$ cat src/rtl/pingpong_bram.sv
// Double-buffered RAM handing frames between a producer and a consumer.
// Two banks swap ownership on explicit done strobes; per-bank full flags give backpressure.
module pingpong_bram #(
  parameter int unsigned WIDTH   = 32,
  parameter int unsigned ADDR_W  = 6,
  parameter bit          OUT_REG = 1'b0
) (
  input  logic              i_clk,
  input  logic              i_rst,
  input  logic              i_wr_en,
  input  logic [ADDR_W-1:0] i_wr_addr,
  input  logic [WIDTH-1:0]  i_wr_data,
  input  logic              i_wr_done,
  output logic              o_wr_ready,
  output logic              o_wr_bank,
  input  logic              i_rd_en,
  input  logic [ADDR_W-1:0] i_rd_addr,
  input  logic              i_rd_done,
  output logic              o_rd_ready,
  output logic              o_rd_bank,
  output logic [WIDTH-1:0]  o_rd_data,
  output logic              o_rd_valid,
  output logic              o_err
);

  localparam int unsigned DEPTH = 2 ** ADDR_W;

  // Both banks live in one array; the bank index is the address MSB.
  logic [WIDTH-1:0] r_mem [2*DEPTH];

  logic [1:0] r_full;
  logic [1:0] w_full_nxt;
  logic       r_wb;
  logic       w_wb_nxt;
  logic       r_rb;
  logic       w_rb_nxt;
  logic       r_err;
  logic       w_err_nxt;

  logic w_wr_ready;
  logic w_rd_ready;
  logic w_wr_acc;
  logic w_wr_done_acc;
  logic w_rd_acc;
  logic w_rd_done_acc;
  logic w_proto_err;

  logic             r_s1_valid;
  logic [WIDTH-1:0] r_s1_data;

  assign w_wr_ready    = ~r_full[r_wb];
  assign w_rd_ready    = r_full[r_rb];
  assign w_wr_acc      = i_wr_en & w_wr_ready;
  assign w_wr_done_acc = i_wr_done & w_wr_ready;
  assign w_rd_acc      = i_rd_en & w_rd_ready;
  assign w_rd_done_acc = i_rd_done & w_rd_ready;
  assign w_proto_err   = ((i_wr_en | i_wr_done) & ~w_wr_ready) |
                         ((i_rd_en | i_rd_done) & ~w_rd_ready);

  // An accepted write-done and read-done always target different banks,
  // since one requires the bank empty and the other requires it full.
  always_comb begin
    w_full_nxt = r_full;
    w_wb_nxt   = r_wb;
    w_rb_nxt   = r_rb;
    w_err_nxt  = r_err | w_proto_err;
    if (w_wr_done_acc) begin
      w_full_nxt[r_wb] = 1'b1;
      w_wb_nxt         = ~r_wb;
    end
    if (w_rd_done_acc) begin
      w_full_nxt[r_rb] = 1'b0;
      w_rb_nxt         = ~r_rb;
    end
  end

  always_ff @(posedge i_clk) begin
    if (i_rst) begin
      r_full <= 2'b00;
      r_wb   <= 1'b0;
      r_rb   <= 1'b0;
      r_err  <= 1'b0;
    end else begin
      r_full <= w_full_nxt;
      r_wb   <= w_wb_nxt;
      r_rb   <= w_rb_nxt;
      r_err  <= w_err_nxt;
    end
  end

  // RAM contents are deliberately left untouched by reset.
  always_ff @(posedge i_clk) begin
    if (w_wr_acc) begin
      r_mem[{r_wb, i_wr_addr}] <= i_wr_data;
    end
  end

  always_ff @(posedge i_clk) begin
    if (i_rst) begin
      r_s1_valid <= 1'b0;
      r_s1_data  <= '0;
    end else begin
      r_s1_valid <= w_rd_acc;
      if (w_rd_acc) begin
        r_s1_data <= r_mem[{r_rb, i_rd_addr}];
      end
    end
  end

  if (OUT_REG) begin : g_out_reg
    logic             r_s2_valid;
    logic [WIDTH-1:0] r_s2_data;

    always_ff @(posedge i_clk) begin
      if (i_rst) begin
        r_s2_valid <= 1'b0;
        r_s2_data  <= '0;
      end else begin
        r_s2_valid <= r_s1_valid;
        if (r_s1_valid) begin
          r_s2_data <= r_s1_data;
        end
      end
    end

    assign o_rd_valid = r_s2_valid;
    assign o_rd_data  = r_s2_data;
  end else begin : g_no_out_reg
    assign o_rd_valid = r_s1_valid;
    assign o_rd_data  = r_s1_data;
  end

  assign o_wr_ready = w_wr_ready;
  assign o_rd_ready = w_rd_ready;
  assign o_wr_bank  = r_wb;
  assign o_rd_bank  = r_rb;
  assign o_err      = r_err;

endmodule
$ cat config.mk
export PLATFORM = sky130hd
export DESIGN_NAME = pingpong_bram
export DESIGN_NICKNAME = d
export VERILOG_FILES = /design/src/rtl/pingpong_bram.sv
export SDC_FILE = /design/constraint.sdc
export NUM_CORES = 2
export LEC_CHECK = 0
export BUFFER_PORTS_ARGS = -buffer_cell sky130_fd_sc_hd__clkbuf_2
export CAP_MARGIN = 25
export CORE_UTILIZATION = 40
export CTS_CLUSTER_DIAMETER = 120
export DETAILED_ROUTE_END_ITERATION = 10
export SLEW_MARGIN = 20
export SYNTH_ARGS = -nofsm -noshare
export SYNTH_HDL_FRONTEND = slang
export SYNTH_SLANG_ARGS = --single-unit
$ cat constraint.sdc
create_clock -name i_clk -period 3.8 [get_ports i_clk]
set_clock_uncertainty 0.05 [all_clocks]
set_input_delay 0.76 -clock i_clk [delete_from_list [all_inputs] [get_ports i_clk]]
set_output_delay 0.76 -clock i_clk [all_outputs]
set_load 0.05 [all_outputs]
* After elaboration in Yosys (flattened, before gate mapping)
Memory sizes are Yosys's and may differ from the RTL's. A register that Yosys moved wholly into a read port is not among the register bits. Cells that the tools add are included.
Storage, ports and cells: bits in writable memories 4096, bits of input ports 50, output and inout port bits 38, register bits 6, memories kept 1, word-level logic and storage cells 41
Operators by class: muxes and demuxes 12, reduce and logical (&&, ||, !) cells 2, magnitude comparators 4, bitwise operators 17
Memories:
- r_mem | depth 128, bits a word 32, rd ports 1, clocked after memory_dff 1, wr ports 1, RTL line 29 | logic [WIDTH-1:0] r_mem [2*DEPTH];
Operators by type and width (number):
- 1-bit two-way mux | 8
- 1-bit AND | 6
- 1-bit by 2-bit < comparator with 1-bit output, second input constant | 2
- 2-bit two-way mux | 2
- 1-bit NOT | 4
- 1-bit bitwise OR | 4
- 2-bit AND | 1
- 1-bit demux with 1-bit select | 2
- 1-bit greater-or-equal comparator, second input constant | 2
- 1-bit logical AND | 2
- 2-bit NOT | 1
- 2-bit bitwise OR | 1

* Longest topological paths before layout
depth in word-level cells 8, gate-level depth with buffers 12, depth with buffers taken out 6

* Worst setup path after synthesis
Ideal clock, no wire load.
path type reg-to-reg, start point register r_wb, in the netlist o_wr_bank, end point memory r_mem[92][0] (enable), path slack -523 ps, data arrival time 3852 ps, buffers on the path 1, required time 3329 ps, clock period less this slack 4323 ps, cell stages (with the launch flop) 7, setup time 421 ps, path through dfxtp_1 > mux2i_1 > nand2_1 > nor2_1 > nand3b_1 > clkbuf_1 > nor2_1
Between the ends: word-level cells in the longest chain between the ends 6
Ends and longest elaborated chain:
- start, declared | RTL line 33 | logic r_wb;
- start signal, assigned | RTL line 85 | r_wb <= w_wb_nxt;
- 1-bit two-way mux (implied by the code) (2 in series) | RTL line 51 | assign w_wr_ready = ~r_full[r_wb];
- 1-bit NOT | RTL line 51
- named net o_wr_ready | RTL line 14 | output logic o_wr_ready,
- 1-bit AND | RTL line 53 | assign w_wr_acc = i_wr_en & w_wr_ready;
- 1-bit two-way mux | RTL line 93 | if (w_wr_acc) begin
- 1-bit two-way mux (implied by the code) | RTL line 94 | r_mem[{r_wb, i_wr_addr}] <= i_wr_data;
- end, declared | RTL line 29
The timed path passes the listed nets, and every way through them passes these cells. The select of a mux whose other input is x is not followed.

* Worst setup path in the final report
start point register r_rb, in the netlist o_rd_bank, end point register r_s1_data[27], in the netlist o_rd_data[27], read port of r_mem
Between the ends: word-level cells in the longest chain between the ends 3
Ends and longest elaborated chain:
- start, declared | RTL line 35 | logic r_rb;
- start signal, assigned | RTL line 86 | r_rb <= w_rb_nxt;
- 1-bit two-way mux (implied by the code) (2 in series) | RTL line 52 | assign w_rd_ready = r_full[r_rb];
- 1-bit AND | RTL line 55 | assign w_rd_acc = i_rd_en & w_rd_ready;
- end, declared | RTL line 49 | logic [WIDTH-1:0] r_s1_data;
Several ways; a longest one is shown, not always the timed one. The select of a mux whose other input is x is not followed. A chain may end at the register's enable or synchronous reset.

==> impl_summary.md <==
Die
The total die area is 396100 um^2. The region available for standard cell placement spans about 400000 um^2. Measured along the y axis, the die boundary spans 629.4 um. Pin placement for this block handled between 80 and 90 I/O pins. Row generation in the floorplan step produced 230 rows.

The horizontal die dimension is 629.4 um. Once the floorplan was initialized, standard cells occupied 40.17% of the core.

Synthesis
After synthesis the netlist holds a flip-flop and latch count of 4134. After Yosys synthesis, XOR and XNOR cells account for 0% of the synthesized area. The number of nets produced by synthesis is 6970. After Yosys synthesis, full adders, half adders and majority gates account for 0% of the synthesized area. The cell area that synthesis handed to floorplanning was 157400 um^2. Yosys attributes the largest share of cell area to edfxtp_1 78%, mux4_2 14%, mux2i_1 1.9%. The async set-reset flop share out of synthesis is 0%.

The post-synthesis cell type count is 56. In the synthesized netlist the dominant register cell turns out to be edfxtp_1. After synthesis, flip-flops and latches occupy 78.61% of the total area.

Counting flops with a built-in enable in the synthesized netlist gives 4096. The multiplexer share of the synthesized area is roughly 16%. After Yosys synthesis, and, or, nand and nor cells account for 1.303% of the synthesized area. Summed over its instances, the top area cell type makes up 78.13% of the synthesized netlist area. A synthesized cell averages 22.75 um^2. The post-synthesis cell count is 6920. The count of yosys warnings during synthesis is 0. The largest area contributor in the netlist is edfxtp_1.

The largest family of logic cells by synthesized area is multiplexers. The area fraction in compound gates after synthesis is 2.771%.

Drt
The number of remaining DRC errors is 4. The routed design uses 37420 um of met3 wire. The first detailed-routing pass ran for 8 iterations. The highest signal layer in the routed design is met5.

After detailed routing, the met2 layer carries about 210000 um of wire. The DRC marker count from the first detailed-route iteration is 10752. The wire length on met1 is 178500 um.

The count of nets left with antenna violations once routing finished came out at 0. The vias after detailed routing is 78693. The final routed wire length divided by cell count is 33.76 um. The total length of routed wires is approximately 450000 um. Dividing the detail-routed via count by the number of cells gives 5.907.

Global routing
The maximum number of pins on one net before global-route repair is between 100 and 150. The global route total overflow is 0. The number of antenna violations at the first check in global routing is 40.

The via count of the first global-routing pass is 78301. The total global routing track utilization is 22.32%. The first global-routing pass estimated 622900 um of wire.

Timing
The upper clock frequency limit is 273.3 MHz. The smallest setup slack after layout is 140.6 ps. In this run the tightest slew margin relative to its limit is 19.27%. The max-slew violation count came to 0.

The number of failing hold endpoints at the final stage is 0. Setup violations remaining at the end of the flow were counted as 0. The final critical path takes up 96.30% of the cycle. At the pin with the least slew margin, the transition time is 1198 ps. Subtracting the final worst setup slack from the clock period gives 3659 ps. Setup repair after global routing left no endpoint under its margin.

Setup path
The worst setup path is of the flop to flop kind. Walking the worst path, the cells encountered are mux2_2 -> nand3_1 -> buf_4 -> clkinv_1 -> o211ai_1 -> a21oi_1 -> a211o_1. The arrival time at the worst endpoint is between 4000 and 5000 ps. The kind of cell adding the most delay to the critical path is compound AO/OA/AOI/OAI gates.

The category of the worst setup path launch point is a flop. The critical path data required time is around 4600 ps. For this design, the slowest cell found on the critical path is o211ai_1. The maximum fanout encountered on the critical timing path is 9. The largest single stage delay on the critical path is 640 ps.

The capturing element type of the critical path is a flop. The buffering stage count on the worst path with inverters included is 2.

Status
The checks that failed: DRC. The run finished, with violations left.

Power
The total power after layout is approximately 0.095 W. VDD sags by at most 0.0004348 V. Summed over all cells, the static leakage comes to 57.84 nW. The power per standard cell area is around 510 nW/um^2.

Layout
The share of cells above drive strength 1 is 30.89%. In the layout the commonest cells are 4096 x edfxtp_1, 973 x mux4_2, 561 x buf_4. The number of nets in the layout is 7802. The most frequent standard cell in the layout excluding fill and tap cells is edfxtp_1. The register area is between 100000 and 150000 um^2. From synthesis to final layout, the design area changed by 16.90%.

The filler cells instantiated in the layout total 32038. The non-filler instance count after layout is 13323. The multi-input combinational cells in the finished layout cover a total of 32470 um^2.

Clock network
Post-CTS timing repair inserted 0 buffers for setup. The CTS tree is done. The clock sink count is 4134.

The maximum count of clock buffers along a single path is 4. The later pin in the worst-skew pair is clocked with a latency of a little under 1000 ps. The cell sitting at the root of the clock tree is a clkbuf_16. The number of instances resized during post-cts repair is 0.

The H-tree depth is 5. The number of clock buffers added by TritonCTS is 408. The total of hold buffers inserted after clock tree synthesis is 2. After clock tree synthesis, the clock-pin slew on the worst setup and hold paths is ~60 ps.

Run
Across the run, the number of max-cap violations was 0.

Place
The count of buffers inserted at the top-level ports is between 80 and 90. The final weighted congestion in routability-driven placement is around 0.84. The post-placement cell count is 12558.

The half-perimeter wire length of the detailed placement result is 270400 um. Prior to clock tree synthesis, the placed netlist has a worst setup slack of -753.6 ps.

Min path
The type of the most critical hold path is input port to flop.
==> cell usage after synthesis (all sizes together), types with 3 or more instances <==
master / n
or2: 4
dfxtp: 38
mux2i: 291
nand3b: 5
and3: 11
a21oi: 72
a2111oi: 3
edfxtp: 4096
o31ai: 7
a31oi: 36
o21ai: 117
nand2b: 7
nor2: 163
nor3: 29
nor4: 3
clkbuf: 144
a221oi: 35
a311oi: 11
inv: 6
nand3: 43
o22ai: 122
nor2b: 22
a32oi: 11
mux4: 973
o221ai: 23
nand2: 145
buf: 245
o211ai: 9
mux2: 17
and2: 13
a211oi: 33
a22o: 32
o2111ai: 3
a211o: 12
nand4: 17
a22oi: 107
==> per-layer routing <==
layer  global-route usage (%)  up-vias
li1                         -    31332
met1                    31.11    42735
met2                    35.49     3930
met3                    3.253      694
met4                    9.070        2
met5                        0        -
==> metrics by stage <==
step / util, % / setup TNS [ps] / area [um^2] / hold slack (ps)
final: 46.95 / 0 / 184000 / 67.27
after CTS: 46.93 / 0 / 184000 / 19.56
after global placement: 43.65 / -11870 / 171100 / 418.4
after global routing: 46.95 / 0 / 184000 / 62.90
after floorplan: - / -416410 / 157500 / 455.0
after detailed placement: 43.67 / -7380 / 171200 / 418.9
==> worst paths after layout <==
check	startpoint	endpoint	slack (ps)	cells past startpoint
setup / recovery	o_rd_bank	o_rd_data[27]	140	7
hold / removal	i_rst	o_rd_bank	70	3
setup reg to reg	o_rd_bank	o_rd_data[27]	140	7
hold reg to reg	o_err	o_err	440	2
==> kinds of logic (layout without fill, tap and decap cells) <==
logic type / Yosys count / in the layout
simple gates: 464 / 464
mux: 1281 / 1281
compound gates: 645 / 645
buf+inv: 396 / 1563
other cells: 0 / 16
flops: 4134 / 4134
==> power breakdown <==
| part | total [W] | switching, W | internal, W | leakage [nW] |
|---|---|---|---|---|
| combinational | 0.00547 | 0.00351 | 0.00197 | 14.5 |
| clock | 0.0389 | 0.0172 | 0.0217 | 6.22 |
| sequential | 0.0503 | 0.0000870 | 0.0502 | 37.1 |
==> state kept, by name (all words and copies together) (netlist names) <==
register	flops
r_mem	4096
o_rd_data	32
r_full	2
o_err	1
o_rd_bank	1
o_rd_valid	1
o_wr_bank	1
==> worst reg2reg max path, delay by kind of cell, from the launching register on <==
kind | cells | cell delay (ps)
AO/OA/AOI/OAI | 3 | 1310
buffers and inverters | 2 | 930
flip-flops | 1 | 630
multiplexers | 1 | 430
AND/OR/NAND/NOR | 1 | 210
==> final cells by class <==
type                       instances  share of cell area, %
sequential                      4134                  67.25
timing repair buffer             811                  4.584
tap                             5220                  3.549
clock inverter                   229                  1.088
antenna                           16                0.02176
multi-input combinational       2390                  17.65
clock buffer                     516                  5.847
inverter                           7                0.01904
No activity file was read; power rests on OpenSTA's default activity.
